`src/rtl/instruction_line_fetcher.sv`:
```
// rtl/instruction_line_fetcher.sv - fills one instruction-cache block from a word-wide ROM
module instruction_line_fetcher #(
    parameter int L2_BLOCK_SIZE = 6,
    parameter int L2_ADDR_SIZE  = 5,
    parameter int L2_WORD_SIZE  = 2
) (
    input  logic                                clock,
    input  logic                                reset,
    input  logic                                inst_enable,
    input  logic [2**L2_ADDR_SIZE-1:0]          inst_addr,
    output logic [2**(L2_BLOCK_SIZE+3)-1:0]     inst_data,
    output logic                                inst_busy,
    output logic                                rom_enable,
    output logic [2**L2_ADDR_SIZE-1:0]          rom_addr,
    input  logic [2**(L2_WORD_SIZE+3)-1:0]      rom_data,
    input  logic                                rom_ack
);

    localparam int ADDR_W = 2**L2_ADDR_SIZE;
    localparam int WORD_W = 2**(L2_WORD_SIZE+3);
    localparam int BEAT_W = L2_BLOCK_SIZE - L2_WORD_SIZE;

    typedef enum logic {
        IDLE = 1'b0,
        FILL = 1'b1
    } state_t;

    state_t              state;
    logic [ADDR_W-1:0]   base;
    logic [BEAT_W-1:0]   beat;
    logic [BEAT_W-1:0]   beat_inc;
    logic                last_beat;
    logic [ADDR_W-1:0]   next_addr;
    logic [ADDR_W-1:0]   req_base;
    logic                unused_addr_bits;

    // base is block-aligned, so adding the word offset can never carry out of the block
    assign beat_inc         = beat + BEAT_W'(1);
    assign last_beat        = (beat == {BEAT_W{1'b1}});
    assign next_addr        = base + (ADDR_W'(beat_inc) << L2_WORD_SIZE);
    assign req_base         = {inst_addr[ADDR_W-1:L2_BLOCK_SIZE], {L2_BLOCK_SIZE{1'b0}}};
    assign unused_addr_bits = ^inst_addr[L2_BLOCK_SIZE-1:0];

    // Combinational term lets the cache see busy in the same cycle it raises enable
    assign inst_busy = (state == FILL) || ((state == IDLE) && inst_enable);

    always_ff @(posedge clock) begin
        if (!reset) begin
            state      <= IDLE;
            base       <= '0;
            beat       <= '0;
            rom_enable <= 1'b0;
            rom_addr   <= '0;
            inst_data  <= '0;
        end else begin
            case (state)
                IDLE: begin
                    rom_enable <= 1'b0;
                    if (inst_enable) begin
                        base       <= req_base;
                        rom_addr   <= req_base;
                        beat       <= '0;
                        rom_enable <= 1'b1;
                        state      <= FILL;
                    end
                end
                FILL: begin
                    // Enable and address changes are ignored until the block is complete
                    if (rom_ack) begin
                        inst_data[beat*WORD_W +: WORD_W] <= rom_data;
                        if (last_beat) begin
                            beat       <= '0;
                            rom_enable <= 1'b0;
                            state      <= IDLE;
                        end else begin
                            beat     <= beat_inc;
                            rom_addr <= next_addr;
                        end
                    end
                end
                default: begin
                    state      <= IDLE;
                    rom_enable <= 1'b0;
                end
            endcase
        end
    end

endmodule

```
`config.mk`:
```
export PLATFORM = sky130hd
export DESIGN_NAME = instruction_line_fetcher
export DESIGN_NICKNAME = d
export VERILOG_FILES = /design/src/rtl/instruction_line_fetcher.sv
export SDC_FILE = /design/constraint.sdc
export NUM_CORES = 1
export LEC_CHECK = 0
export CORE_MARGIN = 3
export CORE_UTILIZATION = 30
export DETAILED_ROUTE_END_ITERATION = 7
export GPL_TIMING_DRIVEN = 0
export PLACE_DENSITY_LB_ADDON = 0.25
export RECOVER_POWER = 50
export SKIP_CTS_REPAIR_TIMING = 1
export SLEW_MARGIN = 0
export SYNTH_ARGS = -nofsm -noshare
export SYNTH_HDL_FRONTEND = slang
export SYNTH_SLANG_ARGS = --single-unit
```
`constraint.sdc`:
```
create_clock -name clock -period 3.2 [get_ports clock]
set_input_delay 0.32 -clock clock [delete_from_list [all_inputs] [get_ports clock]]
set_output_delay 0.32 -clock clock [all_outputs]
set_load 0.02 [all_outputs]
```
==> impl_metrics.py <==
metrics = {
    "power_and_ir_drop": {
        "cellPowerDensity_mw_per_mm2": 531.2,
        "peakVddDrop_v": 0.0003108,
        "p_leak_uw": 0.01347,
    },
    "global_routing": {
        "gr-total-overflow": 0,
        "antenna_found_initial": 2,
        "grtUsageTotal_pct": 25.38,
        "grt_pass1_vias": 19590,
        "grt_pass1_wl_um": 139400,
        "grt_max_degree": 15,
    },
    "placed_design": {
        "port_buffers": 573,
        "gp_congestion": 0.8606,
        "dp_hpwl_um": 71900,
        "place_inst": 3897,
    },
    "critical_path": {
        "critPathRequiredTime_ns": 3.70,
        "arrival_ns": 3.61,
        "cp-start-kind": "flip-flop",
        "critPathMostFrequentCell": "buf_2",
        "critical-path-slowest-cell": "dfxtp_1",
        "crit_type": "reg2reg",
        "endpoint_kind": "flip-flop",
        "cp_cell_sequence": "inv_1 -> ha_1 -> nor3b_2 -> nor4_2 -> and2_1 -> buf_2 -> buf_2 -> mux2i_1",
        "cp_max_fo": 10,
        "worst_path_largest_cell_delay_ns": 0.56,
    },
    "timing": {
        "finalCriticalPeriod_ns": 3.105,
        "drv_slew": 0,
        "setup_viol": 0,
        "hold_slack_ns": 0.2603,
        "rsz0062_at_grt": "yes",
        "worstMarginPinSlew_ns": 1.231,
        "period_share_pct": 97.02,
        "relSlewSlack_pct": 17.95,
        "hold_viol": 0,
        "finClkSkew_ns": 0.02603,
        "fmax_mhz": 322.1,
    },
    "drt": {
        "wl_per_cell_um": 25.00,
        "ant_nets": 0,
        "first_pass_iters": 5,
        "vias": 20590,
        "first_iter_violations": 1470,
        "drc": 0,
        "routed_via_density": 5.124,
        "drt-total-wl_um": 100500,
    },
    "die": {
        "coreArea_sq_mm": 0.07161,
        "start_util_pct": 30.33,
        "rows": 98,
        "die_area_sq_mm": 0.07565,
        "die_w_um": 275.0,
        "die_y_um": 275.0,
        "ioPinCount": 614,
    },
    "clocking": {
        "worstSkewPairLatency_ns": 0.61,
        "cts_max_level": 3,
        "cts-root-buf": "clkbuf_16",
        "cts_sinks": 574,
        "cts_buffer_depth": 3,
        "cts_tree": "yes",
        "numCtsBuffers": 67,
        "clk_pin_slew_ns": 0.06,
    },
    "cells_and_area": {
        "multi_input_comb_area_sq_mm": 0.009131,
        "final_cells": 4019,
        "area_growth_pct": 43.59,
        "regArea_sq_mm": 0.01149,
        "nFillCells": 7154,
        "fin_util_pct": 43.54,
        "finalNetCount": 3088,
        "drive_gt1_share_pct": 7.953,
    },
    "logic_synthesis": {
        "synth_area_sq_mm": 0.02172,
        "synthArstFlopShare_pct": 0,
        "synth_edf_count": 0,
        "yosysWarnings": 0,
        "synth_top_flop_cell": "dfxtp_1",
        "syn_area_per_cell_sq_um": 9.155,
        "synth_cell_type_count": 45,
        "syn_inst": 2372,
        "synth_seq_cells": 574,
        "seq_area_frac_synth_pct": 52.92,
    },
    "worst_hold_path": {
        "hold_path_class": "in2reg",
    },
    "outcome": {
        "outcome": "finished clean",
    },
    "job": {
        "maxCapViolCount": 0,
    },
}
## placed cells by master (no fill, tap or decap), drive strengths merged, types with 4 or more instances in the layout
master,instances
dfxtp,574
dlygate4sd3,539
nand2,494
clkbuf,284
mux2i,190
o21ai,190
nand4,186
a22o,160
buf,97
nand3,96
nor2,36
a21oi,35
clkdlybuf4s50,34
and2,27
a211oi,27
and3,17
clkinv,14
nor3,10
bufinv,9
inv,8
a31oi,5
and4,5
nand2b,4
## through the flow
step	total power, uW	cell area [sq um]	setup WS, ns	TNS [ns]
6_report	16560	31180	0.09536	0
5_1_grt	17060	31180	-0.08138	-0.7413
4_1_cts	16720	31010	-0.8967	-137.99
3_5_place_dp	8511	28660	-0.8738	-166.46
3_3_place_gp	8509	28640	-0.8341	-155.95
2_1_floorplan	7974	21720	0.6324	0
## Yosys cell counts (27+ instances only)
cell,number,area (sq um)
nor2_1,33,123.9
dfxtp_1,574,11490
nand3_1,96,480.5
a21oi_1,35,175.2
nand4_1,186,1164
buf_2,59,295.3
buf_1,35,131.4
clkbuf_1,175,656.9
o21ai_1,105,525.5
o21ai_0,85,425.4
nand2_1,493,1851
and2_1,27,168.9
mux2i_1,190,1902
a22o_1,160,1401
## report_power, final
| group | internal, uW | switching, uW |
|---|---|---|
| logic | 275 | 808 |
| clock network | 4990 | 3240 |
| registers | 7220 | 37.1 |
| total | 12500 | 4080 |
## path summary, 6_finish.rpt
| kind | from | endpoint | slack [ns] | cells after the start |
|---|---|---|---|---|
| setup / recovery | beat[1] | inst_data[367] | 0.1 | 8 |
| hold / removal | rom_data[30] | inst_data[30] | 0.26 | 3 |
| setup reg to reg | beat[1] | inst_data[367] | 0.1 | 8 |
| hold reg to reg | inst_data[374] | inst_data[374] | 0.44 | 2 |
## cell type report
class                           instances  share of cell area, %
Multi-Input combinational cell       1506                  29.28
Clock buffer                           92                  6.204
Inverter                                6                0.07223
Sequential cell                       574                  36.86
Tap cell                              950                  3.812
Buffer                                285                  3.880
Antenna cell                            1               0.008025
Clock inverter                         28                  1.340
Timing Repair Buffer                  577                  18.54
## registers in the layout, indices dropped and copies added, names as in the netlist
register,cells
inst_data,512
rom_addr,30
base,26
beat,4
rom_enable,1
state,1
## cell families after synthesis
family          synth area share, %
buf+inv                       5.589
other cells                 0.01727
mux                           8.758
compound gates                13.13
xor+xnor                     0.2824
fa+ha+maj                    0.1729
flops                         52.92
simple gates                  19.14
## worst max-delay path: cells and delay by family (launching register included)
| kind | cells | cell delay [ns] |
|---|---|---|
| simple gates | 3 | 1.00 |
| fa+ha+maj | 1 | 0.34 |
| buf+inv | 3 | 0.85 |
| mux | 1 | 0.25 |
| flops | 1 | 0.56 |
## layer usage
layer  track usage (%)  vias up  wire [um]  share of wire (%)
met1             31.41     9892      41810                 42
met2             41.06      853      46020                 46
li1                  -     9625          -                  -
met4             11.70        0       4590                4.6
met5                 0        -          0                  0
met3             6.951      222       8075                8.0
No activity file was read; power rests on OpenSTA's default activity.
